$ cat config.mk
export PLATFORM = sky130hd
export DESIGN_NAME = aud_wave_gen
export DESIGN_NICKNAME = d
export VERILOG_FILES = /design/src/rtl/aud_pkg.sv /design/src/rtl/aud_frac_div.sv /design/src/rtl/aud_wave_gen.sv
export SDC_FILE = /design/constraint.sdc
export NUM_CORES = 1
export LEC_CHECK = 0
export BUFFER_PORTS_ARGS = -buffer_cell sky130_fd_sc_hd__buf_2
export CAP_MARGIN = 20
export CORE_ASPECT_RATIO = 0.75
export CORE_MARGIN = 5
export CORE_UTILIZATION = 62
export CTS_CLUSTER_SIZE = 24
export DETAILED_ROUTE_END_ITERATION = 16
export GPL_TIMING_DRIVEN = 0
export PLACE_DENSITY_LB_ADDON = 0.05
export SYNTH_ARGS = -nofsm -noshare
export SYNTH_HDL_FRONTEND = slang
export SYNTH_SLANG_ARGS = --single-unit
export TNS_END_PERCENT = 100
$ cat constraint.sdc
create_clock -name clk -period 7 [get_ports clk]
set_clock_uncertainty 0.05 [all_clocks]
set_input_delay 0.35 -clock clk [delete_from_list [all_inputs] [get_ports clk]]
set_output_delay 0.35 -clock clk [all_outputs]
set_load 0.1 [all_outputs]
$ cat src/rtl/aud_pkg.sv
// Shared types and constants for the audio waveform path.
// Waveform selects, shaper FSM states and midscale helper.
package aud_pkg;

  typedef enum logic [1:0] {
    SAW     = 2'd0,
    SQUARE  = 2'd1,
    TRI     = 2'd2,
    SILENCE = 2'd3
  } wave_t;

  typedef enum logic [1:0] {
    IDLE = 2'd0,
    DIV  = 2'd1,
    OUT  = 2'd2
  } state_t;

  function automatic logic [31:0] midscale(
    input int w
  );
    return 32'd1 << (w - 1);
  endfunction

endpackage

$ cat src/rtl/aud_frac_div.sv
// W-step serial restoring divider: quo = floor(num * 2^W / den).
// Degenerate inputs are flagged at start; step count stays fixed.
module aud_frac_div #(
  parameter int W = 8
) (
  input  logic         clk,
  input  logic         reset,
  input  logic         start,
  input  logic [W-1:0] num,
  input  logic [W-1:0] den,
  output logic [W-1:0] quo,
  output logic         done
);

  localparam int CW = (W > 1) ? $clog2(W) : 1;
  localparam logic [CW-1:0] LAST = CW'(W - 1);

  logic [W:0]    rem;
  logic [W:0]    shifted;
  logic [W:0]    den_x;
  logic          ge;
  logic [W-1:0]  q;
  logic [W-1:0]  den_q;
  logic [CW-1:0] cnt;
  logic          running;
  logic          force_zero;
  logic          force_ones;

  assign den_x   = {1'b0, den_q};
  assign shifted = rem << 1;
  assign ge      = shifted >= den_x;
  assign done    = running && (cnt == LAST);

  always_ff @(posedge clk or negedge reset) begin
    if (!reset) begin
      rem        <= '0;
      q          <= '0;
      den_q      <= '0;
      cnt        <= '0;
      running    <= 1'b0;
      force_zero <= 1'b0;
      force_ones <= 1'b0;
    end else if (start) begin
      rem        <= {1'b0, num};
      q          <= '0;
      den_q      <= den;
      cnt        <= '0;
      running    <= 1'b1;
      force_zero <= den <= W'(1);
      force_ones <= num >= den;
    end else if (running) begin
      rem     <= ge ? shifted - den_x : shifted;
      q       <= {q[W-2:0], ge};
      cnt     <= cnt + 1'b1;
      running <= !done;
    end
  end

  // max <= 1 wins over phase >= max
  always_comb begin
    quo = q;
    if (force_zero)
      quo = '0;
    else if (force_ones)
      quo = '1;
  end

endmodule

$ cat src/rtl/aud_wave_gen.sv
// Phase-to-sample shaper: normalises counter phase to a ramp,
// then shapes it into saw/square/triangle/silence samples.
module aud_wave_gen
  import aud_pkg::*;
#(
  parameter int W = 8
) (
  input  logic         clk,
  input  logic         reset,
  input  logic         phase_strobe,
  input  logic [W-1:0] phase,
  input  logic [W-1:0] max,
  input  logic [1:0]   wave_sel,
  output logic [W-1:0] sample,
  output logic         sample_valid,
  output logic         busy,
  output logic         overrun
);

  localparam logic [W-1:0] MID = W'(midscale(W));

  state_t       state;
  state_t       state_nxt;
  wave_t        sel_q;
  logic [W-1:0] ramp;
  logic [W-1:0] shaped;
  logic         div_done;
  logic         capture;
  logic         msb;

  assign busy    = state != IDLE;
  assign capture = phase_strobe && !busy;
  assign msb     = ramp[W-1];

  aud_frac_div #(
    .W(W)
  ) u_div (
    .clk  (clk),
    .reset(reset),
    .start(capture),
    .num  (phase),
    .den  (max),
    .quo  (ramp),
    .done (div_done)
  );

  always_comb begin
    state_nxt = state;
    unique case (state)
      IDLE:    if (phase_strobe) state_nxt = DIV;
      DIV:     if (div_done) state_nxt = OUT;
      OUT:     state_nxt = IDLE;
      default: state_nxt = IDLE;
    endcase
  end

  always_comb begin
    shaped = MID;
    unique case (sel_q)
      SAW:     shaped = ramp;
      SQUARE:  shaped = msb ? '0 : '1;
      TRI:     shaped = (msb ? ~ramp : ramp) << 1;
      SILENCE: shaped = MID;
      default: shaped = MID;
    endcase
  end

  always_ff @(posedge clk or negedge reset) begin
    if (!reset) begin
      state        <= IDLE;
      sel_q        <= SILENCE;
      sample       <= MID;
      sample_valid <= 1'b0;
      overrun      <= 1'b0;
    end else begin
      state        <= state_nxt;
      sample_valid <= state == OUT;
      if (state == OUT)
        sample <= shaped;
      // new waveform only at a period wrap
      if (capture && phase == '0)
        sel_q <= wave_t'(wave_sel);
      if (phase_strobe && busy)
        overrun <= 1'b1;
    end
  end

endmodule

==> flow_metrics.env <==
export IMPL_status="complete, no violations"
export IMPL_synth_edf_count=0
export IMPL_yosysMostFrequentCell="dfrtp_1"
export IMPL_postRouteAntennaNets=0
export IMPL_syn_to_final_growth_pct=13.22
export IMPL_p_leak_nw=1.374
export IMPL_fmaxAchievable_mhz=383.8
export IMPL_io_pins=32
export IMPL_drv_slew=0
export IMPL_hold_path_class="input pin to async pin"
export IMPL_critPathMaxFanout=4
export IMPL_crit_arrival_ps=2770
export IMPL_hpwl_um=4433
export IMPL_vias=2120
export IMPL_cts_sinks=44
export IMPL_irDropWorstVdd_v=0.0003026
export IMPL_clock_latency_ps=300
export IMPL_antenna_found_initial=0
export IMPL_wire_per_inst_um=16.28
export IMPL_r2r_end="u_div.rem[7]"
export IMPL_powerDensity_mw_per_mm2=558.4
export IMPL_clk_path_buf_depth=2
export IMPL_gp_congestion=0.8287
export IMPL_chipHeight_um=65.71
export IMPL_grt_max_degree=45
export IMPL_cts_buffers=5
export IMPL_netlist_top_cells_area="dfrtp_1, ha_1, mux2i_1"
export IMPL_synth_common_cells="dfrtp_1, nor2_1, inv_1"
export IMPL_worst_slew_pin_slew_ps=958.2
export IMPL_ys_ff_latch=44
export IMPL_reg2reg_depth=8
export IMPL_multi_input_area_mm2=0.001340
export IMPL_synth_warning_count=0
export IMPL_drive_gt1_frac=0.1629
export IMPL_die_w_um=84.27
export IMPL_coreArea_mm2=0.004029
export IMPL_finalSetupViolations=0
export IMPL_pwr_share_seq=0.280
export IMPL_rsz0062_at_grt="false"
export IMPL_p_clk_frac=0.122
export IMPL_synthArstFlopShare=1.000
export IMPL_cts_root_buf="clkbuf_8"
export IMPL_track_usage=0.2340
export IMPL_synthCells=268
export IMPL_fp_dieArea_mm2=0.005537
export IMPL_setup_tns_ps=0
export IMPL_finish_net_count=346
export IMPL_hold_violations=0
export IMPL_syn_area_mm2=0.002565
export IMPL_clk_pin_slew_worst_paths_ps=90
export IMPL_crit_reg2reg_launch="u_div.den_q[1]"
export IMPL_yosysTopAreaCell="dfrtp_1"
export IMPL_routed_wl_um=5895
export IMPL_synth_area_per_cell_um2=9.571
export IMPL_grt_pass1_vias=2026
export IMPL_synth_top_area_frac=0.4000
export IMPL_power_total_w=0.001622
export IMPL_regArea_mm2=0.001105
export IMPL_ys_flop_type="dfrtp_1"
export IMPL_p_int_w=0.0008502
export IMPL_synth_fp_nets=308
export IMPL_drc_errors=0
export IMPL_worstSetupPathType="flip-flop to flip-flop"
export IMPL_finalCritPeriodShare=0.3723
export IMPL_min_period_ps=2606
export IMPL_n_antenna_cell=0
export IMPL_cts_tree="done"
export IMPL_cp_end_kind="flip-flop"
export IMPL_cp_required_ps=7170
export IMPL_drtIter0Drc=158
export IMPL_slew_headroom=0.3612
export IMPL_post_cts_resize_count=0
export IMPL_io_buffers=31
export IMPL_start_util=0.6366
export IMPL_ctsHoldBuffers=0
export IMPL_max_cap_viol_count=0
export IMPL_synth_distinct_cells=46
export IMPL_r2r_setup_slack_ps=4390
export IMPL_firstDrtPassIters=4
export IMPL_synth_seq_area_share=0.4307
export IMPL_worst_setup_path_start_kind="flip-flop"
export IMPL_grt_overflow_total=0
export IMPL_viasPerCell=5.856
export IMPL_fillers=316
export IMPL_p_sw_w=0.0007715
export IMPL_std_cell_rows=20
export IMPL_grt_pass1_wl_um=10060
export IMPL_p_comb_frac=0.598
export IMPL_swShare=0.4757
export IMPL_htreeDepth=2
export IMPL_cts_setup_buffers=0
export IMPL_postLayoutCoreUtil=0.7208
critical path, stage by stage (launching register included):
cell and delay [ps]:
dfrtp_1 380, inv_1 70, ha_1 300, nor2b_1 140
o31a_1 310, or3_2 420, a221oi_1 310, mux2_2 380
o22ai_1 160
kinds of logic (layout without fill, tap and decap cells):
group / after synthesis / after routing / synth area share
mux: 18 / 18 / 0.07219
xor+xnor: 11 / 11 / 0.03756
compound gates: 71 / 71 / 0.1844
fa+ha+maj: 19 / 19 / 0.09561
flops: 44 / 44 / 0.4307
simple gates: 73 / 73 / 0.1327
buf+inv: 32 / 71 / 0.04683
layout by cell type, fill, tap and decap left out, types with 2 or more instances in the layout:
cell / instances
a21o_1: 5
clkbuf_1: 10
clkbuf_8: 5
or3_1: 2
nor2_1: 36
buf_2: 31
o22ai_1: 9
nand2_1: 15
mux2_2: 4
nand2b_1: 3
inv_1: 20
nand3_1: 2
a21oi_1: 14
nor2b_1: 3
dfstp_2: 3
nor4_1: 2
buf_1: 2
xnor2_1: 10
dfrtp_1: 41
and3_1: 2
ha_1: 18
or3_2: 2
o21ai_0: 18
a221oi_1: 3
o21a_1: 2
o22a_1: 7
mux2i_1: 14
cell type report:
cell class | count | area share
inverter | 20 | 0.02585
clock buffer | 5 | 0.02370
clock inverter | 3 | 0.01594
buffer | 12 | 0.01551
multi-input combinational | 192 | 0.4614
sequential | 44 | 0.3804
tap | 55 | 0.02370
timing repair buffer | 31 | 0.05343
metal layers:
| metal | track usage | wire, um | vias to the layer above |
|---|---|---|---|
| met5 | 0 | 0 | - |
| met4 | 0.06827 | 57 | 0 |
| met3 | 0.05388 | 436 | 4 |
| met2 | 0.3406 | 2580 | 65 |
| met1 | 0.3466 | 2821 | 1025 |
| li1 | - | - | 1026 |
worst max-delay path by stage:
stage	startpoint	end	slack (ps)
floorplan	u_div.den_q[1]	u_div.rem[7]	4610
global placement	u_div.den_q[1]	u_div.rem[1]	4460
detailed placement	u_div.den_q[1]	u_div.rem[7]	4420
CTS	u_div.den_q[1]	u_div.rem[7]	4400
global route	u_div.den_q[1]	u_div.rem[7]	4210
finish	u_div.den_q[1]	u_div.rem[7]	4390
power by group through the flow:
stage / Sequential, W / Combinational, W / Clock (W)
floorplan: 0.000604 / 0.000628 / 0
global placement: 0.000452 / 0.000939 / 0
detailed placement: 0.000459 / 0.000965 / 0
CTS: 0.000454 / 0.000967 / 0.000203
global route: 0.000472 / 0.00106 / 0.000219
finish: 0.000454 / 0.000969 / 0.000198
registers in the layout, indices dropped and copies added (netlist names):
signal            count
sel_q                 2
u_div.force_zero      1
u_div.q               8
overrun               1
u_div.force_ones      1
u_div.den_q           8
state                 2
u_div.rem             8
sample                8
u_div.running         1
sample_valid          1
u_div.cnt             3
metrics by stage:
stage	std cells	hold slack [ps]	setup slack, ps	cell area (um2)
6_report	362	143.5	4394	2904
5_1_grt	362	195.1	4214	2904
4_1_cts	362	175.4	4396	2904
3_5_place_dp	354	393.8	4423	2789
3_3_place_gp	354	385.5	4458	2789
2_1_floorplan	268	4.409	4605	2565
No activity file was read; power rests on OpenSTA's default activity.
